[config.mk]
export PLATFORM = sky130hd
export DESIGN_NAME = accel_req_ctrl
export DESIGN_NICKNAME = d
export VERILOG_FILES = /design/src/rtl/accel_pkg.sv /design/src/rtl/accel_req_ctrl.sv
export SDC_FILE = /design/constraint.sdc
export NUM_CORES = 1
export LEC_CHECK = 0
export CAP_MARGIN = 0
export CORE_MARGIN = 1.5
export CORE_UTILIZATION = 45
export DETAILED_ROUTE_END_ITERATION = 6
export PLACE_DENSITY = 0.67
export REMOVE_ABC_BUFFERS = 1
export SYNTH_ARGS = -nofsm -noshare
export SYNTH_HDL_FRONTEND = slang
export SYNTH_SLANG_ARGS = --single-unit
[constraint.sdc]
create_clock -name HCLK -period 4.5 [get_ports HCLK]
set_clock_uncertainty 0.15 [all_clocks]
set_input_delay 0.675 -clock HCLK [delete_from_list [all_inputs] [get_ports HCLK]]
set_output_delay 0.675 -clock HCLK [all_outputs]
set_load 0.005 [all_outputs]
[src/rtl/accel_pkg.sv]
// rtl/accel_pkg.sv - shared state encoding and default block sizes for accel_req_ctrl
package accel_pkg;

  typedef enum logic [1:0] {
    ST_IDLE    = 2'd0,
    ST_LOAD    = 2'd1,
    ST_COMPUTE = 2'd2,
    ST_UNLOAD  = 2'd3
  } accel_state_t;

  localparam int DEF_IN_WORDS  = 16;
  localparam int DEF_OUT_WORDS = 8;

  // Beat counters must hold the full block size, so size for max+1
  function automatic int cnt_width(input int a, input int b);
    return $clog2(((a > b) ? a : b) + 1);
  endfunction

endpackage

[src/rtl/accel_req_ctrl.sv]
// rtl/accel_req_ctrl.sv - DMA request sequencer for a block accelerator (load, compute, unload)
module accel_req_ctrl
  import accel_pkg::*;
#(
  parameter int IN_WORDS  = DEF_IN_WORDS,
  parameter int OUT_WORDS = DEF_OUT_WORDS
) (
  input  logic        HCLK,
  input  logic        HRESET,
  input  logic        start,
  input  logic        abort,
  input  logic [15:0] num_blocks,
  input  logic        in_beat,
  input  logic        out_beat,
  input  logic        accel_done,
  output logic        ip_data_req,
  output logic        op_data_req,
  output logic        accel_start,
  output logic        busy,
  output logic        job_done,
  output logic        err
);

  localparam int CW = cnt_width(IN_WORDS, OUT_WORDS);
  localparam logic [CW-1:0] IN_LAST  = CW'(IN_WORDS - 1);
  localparam logic [CW-1:0] OUT_LAST = CW'(OUT_WORDS - 1);

  accel_state_t state, state_n;
  logic [CW-1:0] in_cnt, in_cnt_n;
  logic [CW-1:0] out_cnt, out_cnt_n;
  logic [15:0]   blk_rem, blk_rem_n;
  logic          accel_start_n, job_done_n, err_n;

  always_comb begin
    state_n       = state;
    in_cnt_n      = in_cnt;
    out_cnt_n     = out_cnt;
    blk_rem_n     = blk_rem;
    accel_start_n = 1'b0;
    job_done_n    = 1'b0;
    err_n         = 1'b0;
    if (abort) begin
      state_n   = ST_IDLE;
      in_cnt_n  = '0;
      out_cnt_n = '0;
      blk_rem_n = '0;
    end else begin
      // Misplaced events only raise err; they never touch counters or state
      err_n = (in_beat    && state != ST_LOAD)    ||
              (out_beat   && state != ST_UNLOAD)  ||
              (accel_done && state != ST_COMPUTE) ||
              (start && state == ST_IDLE && num_blocks == 16'd0);
      case (state)
        ST_IDLE: begin
          if (start && num_blocks != 16'd0) begin
            blk_rem_n = num_blocks;
            in_cnt_n  = '0;
            out_cnt_n = '0;
            state_n   = ST_LOAD;
          end
        end
        ST_LOAD: begin
          if (in_beat) begin
            in_cnt_n = in_cnt + 1'b1;
            if (in_cnt == IN_LAST) begin
              state_n       = ST_COMPUTE;
              accel_start_n = 1'b1;
            end
          end
        end
        ST_COMPUTE: begin
          if (accel_done) begin
            out_cnt_n = '0;
            state_n   = ST_UNLOAD;
          end
        end
        ST_UNLOAD: begin
          if (out_beat) begin
            out_cnt_n = out_cnt + 1'b1;
            if (out_cnt == OUT_LAST) begin
              blk_rem_n = blk_rem - 1'b1;
              if (blk_rem == 16'd1) begin
                state_n    = ST_IDLE;
                job_done_n = 1'b1;
              end else begin
                in_cnt_n = '0;
                state_n  = ST_LOAD;
              end
            end
          end
        end
        default: state_n = ST_IDLE;
      endcase
    end
  end

  // Level outputs are registered from the next state so they track the state exactly
  always_ff @(posedge HCLK or posedge HRESET) begin
    if (HRESET) begin
      state       <= ST_IDLE;
      in_cnt      <= '0;
      out_cnt     <= '0;
      blk_rem     <= '0;
      ip_data_req <= 1'b0;
      op_data_req <= 1'b0;
      accel_start <= 1'b0;
      busy        <= 1'b0;
      job_done    <= 1'b0;
      err         <= 1'b0;
    end else begin
      state       <= state_n;
      in_cnt      <= in_cnt_n;
      out_cnt     <= out_cnt_n;
      blk_rem     <= blk_rem_n;
      ip_data_req <= (state_n == ST_LOAD);
      op_data_req <= (state_n == ST_UNLOAD);
      accel_start <= accel_start_n;
      busy        <= (state_n != ST_IDLE);
      job_done    <= job_done_n;
      err         <= err_n;
    end
  end

endmodule

======== Yosys cells after proc, flatten, opt, wreduce, memory -nomap -nowiden ========
Cells that the tools add are included.
storage, ports and cells
  memory bits (read-only) ................. 0
  bits of input ports ..................... 23
  latch bits .............................. 0
  output and inout port bits .............. 6
  flip-flop bits (word level) ............. 34
  memory bits (writable) .................. 0
  memories kept ........................... 0
cells by class
  magnitude comparators ................... 0
  shifts and indexed selects .............. 0
  multiplexer cells ....................... 35
  add/subtract/negate cells ............... 3
  bitwise gates (word level) .............. 0
  equality and inequality tests ........... 17
  multipliers ............................. 0
  reductions and logical operators ........ 19
  div/mod/pow operators ................... 0
operators with widths
  cell                                                    number
  2-to-1 mux 16 bit                                       4
  2-to-1 mux 5 bit                                        9
  one-hot mux 16 bit (2 select lines)                     1
  one-hot mux 5 bit (3 select lines)                      2
  == test 16 x 1 -> 1 bit (second input constant)         1
  zero test 16 bit                                        1
  nonzero test 16 bit                                     1
  subtractor 16 x 1 -> 16 bit (second input constant)     1
  inequality test 3 bit (second input constant)           5
  2-to-1 mux 2 bit                                        7
  2-to-1 mux 1 bit                                        11
  adder 5 x 1 -> 5 bit (second input constant)            2
  one-hot mux 2 bit (4 select lines)                      1
  AND reduction 4 bit                                     2
  nonzero test 4 bit                                      2
  == test 2 bit (second input constant)                   3
  logical AND 1 bit                                       6
  AND reduction 6 bit                                     1
  == test 5 x 3 -> 1 bit (second input constant)          1
  == test 5 x 4 -> 1 bit (second input constant)          1
  == test 2 x 1 -> 1 bit (second input constant)          2
  inequality test 2 bit (second input constant)           2
  logical OR 1 bit                                        3
  inequality test 3 x 2 -> 1 bit (second input constant)  1
  other kinds (4)                                         4

======== Depth between registers and ports, before layout ========
Gate-level depths: netlist (run 1).
  depth after elaboration ................. 7
  mapped depth ............................ 8
  mapped depth without buffers ............ 7

======== Least setup slack after synthesis (run 1) ========
OpenSTA, ideal clock, no wires.
  kind .................................... input -> register
  start point ............................. input port abort
  end point ............................... register blk_rem[4]
  slack ................................... 2.374 ns
  path buffers ............................ 3
  arrival ................................. 1.851 ns
  stages on the path ...................... 8
  cells stage by stage .................... clkbuf_1 and3b_1 buf_2 nand3_1 buf_2 nor2_1 o21ai_0 o21ai_2
on the way
  word-level cells in the longest chain between the ends .. 2
  elaborated cells between the ends (all ways) .. 6
  those cells by class .................... 3 x eq/ne; 1 x mux; 2 x reduce/logical
RTL lines
  what                                                     line                   text
  from (decl)                                              accel_req_ctrl.sv:11   input logic abort,
  inequality test 3 bit (no line) (tied with other cells)  -
  AND reduction 4 bit (no line)                            -
  to (signal assigned)                                     accel_req_ctrl.sv:114  blk_rem <= blk_rem_n;
  to (decl)                                                accel_req_ctrl.sv:31   logic [15:0] blk_rem, blk_rem_n;
Parallel ways exist; a longest one is shown, timed or not.
A chain may end at the register's enable or synchronous reset.

======== Final worst setup path (run 1) ========
  start point ............................. input port num_blocks[13]
  end point ............................... register in_cnt[3]
on the way
  word-level cells in the longest chain between the ends .. 4
RTL lines
  what                                      line                   text
  from (decl)                               accel_req_ctrl.sv:12   input logic [15:0] num_blocks,
  nonzero test 16 bit                       accel_req_ctrl.sv:55   if (start && num_blocks != 16'd0) begin
  logical AND 1 bit                         accel_req_ctrl.sv:55
  inequality test 3 x 2 -> 1 bit (no line)  -
  AND reduction 6 bit (no line)             -
  to (signal assigned)                      accel_req_ctrl.sv:112  in_cnt <= in_cnt_n;
  to (decl)                                 accel_req_ctrl.sv:29   logic [CW-1:0] in_cnt, in_cnt_n;
Every way passes these cells.

==> run_results.csv, run 1 <==
group,metric,value,unit
run_status,status,"finished, final reports clean",
place,io_buffers,28,
synthesis,ys_ff_latch,34,
synthesis,synthTopCellsByArea,"dfrtp_1, a21oi_1, nor2_1",
synthesis,synth_commonest_cells,"dfrtp_1, nor2_1, a21oi_1",
synthesis,ys_warn_count,0,
synthesis,yosysSeqAreaShare,38.5,%
place,placedInstanceArea,2520,sq um
floorplan,core-area,4720,sq um
cts,cts_tree,"built",
worst_setup_path,worstPathRequired,4.58,ns
place,routabilityCongestion,0.820,
sta,fin_crit,2.55,ns
sta,setup_viol,0,
global_routing,antenna_found_initial,0,
synthesis,syn_area,2210,sq um
cts,clk_latency,0.29,ns
pwr,p_per_area,272,nW/um^2
pwr,leakage,1.13,nW
floorplan,die-area,5340,sq um
synthesis,async_flop_share,100,%
worst_setup_path,critPathKind,"in -> reg",
synthesis,synth_cell_types,57,
sta,drv_slew,0,
hold_path,min-delay-start,"blk_rem[14]",
global_routing,grt_pass1_vias,1829,
cts,h-tree-depth,2,
worst_setup_path,crit_arrival,2.63,ns
pwr,p_total,710,uW
sta,fin_crit_sh,56.7,%
final_layout,fin_nets,300,
cts,clock_path_buffers,2,
worst_setup_path,cp_top_family,"simple AND/OR/NAND/NOR gates",
floorplan,io_pins,29,
detailed_routing,drtAntennaViolNets,0,
cts,clock_sinks,34,
final_layout,n_antenna_cell,0,
synthesis,synth_edf_count,0,
cts,holdBufCountCts,0,
detailed_routing,viasPerCell,5.66,
worst_setup_path,path_cells,"clkdlybuf4s50_1 -> nor4_2 -> a41oi_2 -> nor4_2 -> or2_1 -> a22o_1",
floorplan,die_w,73.1,um
place,hpwl,3610,um
worst_setup_path,crit_path_end_kind,"register",
cts,clkTransAtPathRegs,0.07,ns
synthesis,synth_ff_type,"dfrtp_1",
detailed_routing,drc,0,
global_routing,grt_remaining_overflow,0,
sta,tightest_slew,0.859,ns
cts,clockRootBuffer,"clkbuf_8",
detailed_routing,drt_iter0_drc,184,
synthesis,synth_area_leader_cell,"dfrtp_1",
synthesis,synth_top_cell_area_share,38.5,%
sta,finalWorstSetupSlack,1.95,ns
final_layout,drive_gt1_share,14.3,%
pwr,ir_drop,0.141,mV
worst_setup_path,crit_fanout,6,
detailed_routing,wire_per_inst,15.1,um
global_routing,grt_pass1_wl,8880,um
hold_path,hold_path.class,"reg -> reg",
detailed_routing,drt-total-wl,5140,um
worst_setup_path,rr_startpoint,"state[0]",
run,cap_violations,0,
worst_setup_path,path_common_cell,"nor4_2",
cts,cts_resized,0,
place,dp_slack,1.63,ns
synthesis,yosysMostFrequentCell,"dfrtp_1",
worst_setup_path,crit_buf_inv,1,
floorplan,initial_utilization,46.8,%
global_routing,grt_max_degree,35,
global_routing,grt_usage,21.5,%
detailed_routing,num_vias,1923,
final_layout,stdcell_area,2610,sq um
worst_setup_path,slowest_stage,"clkdlybuf4s50_1",
worst_setup_path,slowest_delay,0.43,ns
worst_setup_path,crit_path_start,"num_blocks[13]",
floorplan,die_y,73.1,um
detailed_routing,dr.pass1.iters,4,
floorplan,core.rowCount,25,
sta,rsz0062_at_grt,"no",
sta,relSlewSlack,42.6,%
worst_setup_path,start_kind,"input pin",
sta,fin_setup_tns,0,ns
sta,hold_violations,0,
sta,max_freq,0.392,GHz
final_layout,syn_to_final_growth,18.3,%
synthesis,postSynthAreaPerCell,8.95,sq um
cts,cts_buffers,5,
synthesis,syn_inst,247,
cts,cts_setup_buffers,0,
[metrics by stage]
step | utilization [%] | hold slack (ns) | std cells
5_1_grt | 55.3 | 0.412 | 340
4_1_cts | 55.3 | 0.369 | 340
2_1_floorplan | - | 0.313 | 234
3_3_place_gp | 53.4 | 0.342 | 332
3_5_place_dp | 53.4 | 0.353 | 332
6_report | 55.3 | 0.370 | 340
[logic make-up (layout without fill, tap and decap cells)]
kind of cell	after synthesis	in the layout	synth area share, %
and+or+nand+nor	97	97	26.7
AOI/OAI and AO/OA	83	83	25.1
DFF	34	34	38.5
buffers and inverters	25	51	5.38
adders and majority gates	5	5	2.83
muxes	3	3	1.53
[final cells by class]
class                   instances  area (sq um)
fillers                       441          2110
multi-input cells             188          1240
flip-flops and latches         34           851
repair buffers                 31           303
clock buffers                   7          86.3
well taps                      67          83.8
inverters                      12          45.0
clock inverters                 1          5.00
[layer usage]
metal  vias up  global-route usage, %  wire length [um]  part of all wire [%]
met1       912                   30.2              2440                    47
met3         9                   4.01               247                   4.8
met2        44                   33.9              2380                    46
met4         0                   6.29                83                   1.6
met5         -                      0                 0                     0
li1        958                      -                 -                     -
[power by group]
| group | leakage (nW) | total, mW | switching [mW] | internal, mW |
|---|---|---|---|---|
| Combinational | 0.627 | 0.137 | 0.0739 | 0.0633 |
| Sequential | 0.459 | 0.336 | 0.0175 | 0.319 |
| Clock | 0.0482 | 0.236 | 0.113 | 0.123 |
| Total | 1.13 | 0.710 | 0.204 | 0.506 |
[state kept, by name, summed over array words and instances (netlist names), 2 cells and up]
name / cells
blk_rem: 16
out_cnt: 5
in_cnt: 5
state: 2
[path summary, 6_finish.rpt]
check / cells after the start / slack (ns) / to
worst max-delay path: 6 / 1.95 / in_cnt[3]
worst min-delay path: 2 / 0.37 / blk_rem[14]
worst max register to register: 3 / 2.17 / out_cnt[3]
worst min register to register: 2 / 0.37 / blk_rem[14]
max in group asynchronous: 3 / 3.26 / ip_data_req
min in group asynchronous: 3 / 0.64 / blk_rem[9]
[worst min-delay path, cell delays in order (launching register included)]
cell and delay, ns:
dfrtp_1 0.36, o21ai_1 0.08, o21ai_2 0.05
[cell usage in the layout, fill, tap and decap left out, types with 2 or more instances in the layout]
cell / Yosys / layout
nor4_1: 4 / 4
nor3b_1: 3 / 3
mux2i_1: 2 / 2
nor3_1: 8 / 8
a22oi_1: 2 / 2
buf_4: 1 / 3
a31oi_1: 2 / 2
nor4_2: 5 / 5
clkbuf_8: 0 / 6
inv_1: 12 / 12
and3_1: 5 / 5
clkdlybuf4s50_1: 0 / 28
ha_1: 5 / 5
nand3b_1: 2 / 2
o32ai_1: 2 / 2
a21o_1: 7 / 7
nor2_1: 25 / 25
o31ai_1: 3 / 3
nand2_1: 15 / 15
a21oi_1: 24 / 24
o21ai_1: 6 / 6
or4_4: 2 / 2
o21ai_2: 10 / 10
nand3_1: 10 / 10
o21ai_0: 16 / 16
dfrtp_1: 34 / 34
Note: power is estimated with default switching activity, not from simulation.
==> run 2: changes to the inputs <==
--- a/config.mk
+++ b/config.mk
@@ -9,7 +9,7 @@
 export CORE_MARGIN = 1.5
 export CORE_UTILIZATION = 45
 export DETAILED_ROUTE_END_ITERATION = 6
-export PLACE_DENSITY = 0.67
+export PLACE_DENSITY = 0.7
 export REMOVE_ABC_BUFFERS = 1
 export SYNTH_ARGS = -nofsm -noshare
 export SYNTH_HDL_FRONTEND = slang
==> constraint.sdc (replaced) <==
create_clock -name HCLK -period 2.2 [get_ports HCLK]
set_clock_uncertainty 0.15 [all_clocks]
set_input_delay 0.33 -clock HCLK [delete_from_list [all_inputs] [get_ports HCLK]]
set_output_delay 0.33 -clock HCLK [all_outputs]
set_load 0.005 [all_outputs]
==> run 2 against run 1 <==
  * Sequential power grew 100%
  * Clock-buffer cell count decreased by 1
  * Flip-flop and latch count unchanged
  * Utilization up 6.6 points
  * Non-clock buffer count up 30
  * Register-to-register slack lost 2.0 ns
  * Die area is the same
  * Via count up 5.8%
  * Clock power rose by 100%
  * Sequential share of layout area shrank 3.4 points
  * Cell area is 12% higher
  * Critical path type unchanged
  * Critical endpoint is now out_cnt[1]
  * Largest cell class unchanged
  * Largest power group unchanged
==> run_results.csv, run 2 (synthesized netlist as in run 1, its figures left out) <==
group,metric,value,unit
final_layout,fillers,409,
sta,drv_slew,0,
final_layout,utilization,62.0,%
cts,clkTransAtPathRegs,0.07,ns
run_status,status,"finished, final reports clean",
global_routing,met1_usage,31.2,%
worst_setup_path,worstPathRequired,2.26,ns
cts,clock_path_buffers,2,
final_layout,final_cell_mix,"dfrtp_1, buf_4, clkdlybuf4s50_1, nor2_1, a21oi_1",
final_layout,final_common_cell,"dfrtp_1",
sta,fin_crit_sh,96.4,%
floorplan,core.rowCount,25,
final_layout,multi_input_area,1310,sq um
worst_setup_path,path_cells,"clkdlybuf4s50_1 -> nor4_4 -> a41oi_2 -> nor3_4 -> o21ba_2 -> mux2i_1",
pwr,p_per_area,520,nW/um^2
sta,relSlewSlack,70.9,%
floorplan,initial_utilization,46.8,%
sta,hold_violations,0,
worst_setup_path,crit_fanout,5,
pwr,pwr-share-seq,44.7,%
pwr,leakage,1.29,nW
global_routing,grt_remaining_overflow,0,
worst_setup_path,critPathKind,"in -> reg",
cts,clock_sinks,34,
cts,h-tree-depth,2,
worst_setup_path,slowest_stage,"clkdlybuf4s50_1",
detailed_routing,num_vias,2034,
global_routing,grt_pass1_vias,1932,
sta,tightest_slew,0.436,ns
floorplan,die_w,73.1,um
cts,clockRootBuffer,"clkbuf_8",
global_routing,grt_pass1_wl,9000,um
detailed_routing,drc,0,
sta,setup_viol,0,
sta,fin_setup_tns,0,ns
pwr,p_int,1.08,mW
detailed_routing,wire_per_inst,15.2,um
worst_setup_path,rr_startpoint,"out_cnt[0]",
floorplan,core-area,4720,sq um
cts,holdBufCountCts,0,
final_layout,top_register,"blk_rem",
detailed_routing,dr.pass1.iters,4,
final_layout,largest_reg_flops,16,
global_routing,grt_max_degree,35,
global_routing,met2_usage,32.9,%
worst_setup_path,r2r_cells,6,
worst_setup_path,crit_path_end_kind,"register",
run,cap_violations,0,
pwr,clkPwrFrac,31.7,%
pwr,pwr-share-comb,23.6,%
sta,fin_crit,2.12,ns
worst_setup_path,rr_endpoint,"blk_rem[8]",
final_layout,drive_gt1_share,24.7,%
place,routabilityCongestion,0.791,
global_routing,antenna_found_initial,0,
global_routing,busiest_layer,"met2",
floorplan,io_pins,29,
place,io_buffers,28,
pwr,swShare,29.2,%
final_layout,syn_to_final_growth,32.4,%
cts,cts_tree,"built",
worst_setup_path,cp_top_family,"simple AND/OR/NAND/NOR gates",
global_routing,use_met3,4.70,%
global_routing,grt_usage,22.0,%
final_layout,ff_latch_area,852,sq um
final_layout,fin_nets,331,
cts,cts_buffers,5,
worst_setup_path,crit_arrival,2.18,ns
place,hpwl,3890,um
detailed_routing,drt_iter0_drc,157,
detailed_routing,drtAntennaViolNets,0,
hold_path,hold_path.class,"in -> async",
worst_setup_path,crit_buf_inv,1,
pwr,power.net_switching,445,uW
final_layout,reg_top3,"blk_rem: 16 flops, in_cnt: 5 flops, out_cnt: 5 flops",
floorplan,die-area,5340,sq um
detailed_routing,viasPerCell,5.48,
worst_setup_path,start_kind,"input pin",
final_layout,n_antenna_cell,0,
floorplan,die_y,73.1,um
pwr,ir_drop,0.311,mV
worst_setup_path,rrSetupSlack,0.13,ns
cts,clk_latency,0.29,ns
worst_setup_path,slowest_delay,0.46,ns
sta,max_freq,0.472,GHz
detailed_routing,drt-total-wl,5650,um
==> run 2: layout make-up <==
class	count	area share, %
clock buffers	6	2.82
repair buffers	61	18.5
clock inverters	2	0.428
inverters	12	1.54
flip-flops and latches	34	29.1
well taps	67	2.86
multi-input cells	189	44.8
==> run 2: tightest hold or removal path, stage by stage <==
cell	delay [ns]
clkdlybuf4s50_1	0.39
inv_1	0.05
buf_4	0.38
==> run 2: power groups by stage <==
stage | clock (mW) | combinational (mW) | sequential [mW]
2_1_floorplan | 0 | 0.170 | 0.692
4_1_cts | 0.497 | 0.336 | 0.680
3_5_place_dp | 0 | 0.334 | 0.692
5_1_grt | 0.529 | 0.389 | 0.685
3_3_place_gp | 0 | 0.331 | 0.691
6_report | 0.482 | 0.359 | 0.681
==> run 2: worst max path at each step <==
stage                    from           to  slack, ns  cells past startpoint
2_1_floorplan  num_blocks[13]   blk_rem[2]       0.19                      5
3_3_place_gp    num_blocks[2]   blk_rem[8]      -0.16                      6
3_5_place_dp    num_blocks[2]   blk_rem[8]      -0.22                      6
4_1_cts            blk_rem[0]  blk_rem[14]       0.02                      7
5_1_grt            out_cnt[0]   blk_rem[8]      -0.03                      6
6_report        num_blocks[2]   out_cnt[1]       0.08                      6
==> run 2: timing repair <==
action / in CTS / in global routing
resized for setup: 0 / 12
setup buffers: 0 / 1
setup endpoints to repair: 0 / 18
==> run 2: metal layers <==
layer  wire (um)  vias up
li1            -     1015
met1        2780      975
met2        2580       34
met3         196       10
met4          99        0
met5           0        -
==> run 2: metrics by stage <==
stage          hold WS (ns)  std cells  power, mW  instance area, sq um  worst slack [ns]
2_1_floorplan         0.243        234      0.862                  2140             0.187
3_3_place_gp          0.350        361       1.02                  2750            -0.163
3_5_place_dp          0.348        361       1.03                  2750            -0.222
4_1_cts               0.301        369       1.51                  2850            0.0199
5_1_grt               0.358        371       1.60                  2930           -0.0313
6_report              0.290        371       1.52                  2930            0.0794
==> run 3: changes to the inputs <==
--- a/config.mk
+++ b/config.mk
@@ -5,9 +5,10 @@
 export SDC_FILE = /design/constraint.sdc
 export NUM_CORES = 1
 export LEC_CHECK = 0
-export CAP_MARGIN = 0
+export CAP_MARGIN = 20
 export CORE_MARGIN = 1.5
 export CORE_UTILIZATION = 45
+export CTS_CLUSTER_SIZE = 16
 export DETAILED_ROUTE_END_ITERATION = 6
 export PLACE_DENSITY = 0.7
 export REMOVE_ABC_BUFFERS = 1
==> results of run 3 <==
Final layout, timing and power as in run 2 (identical DEF).
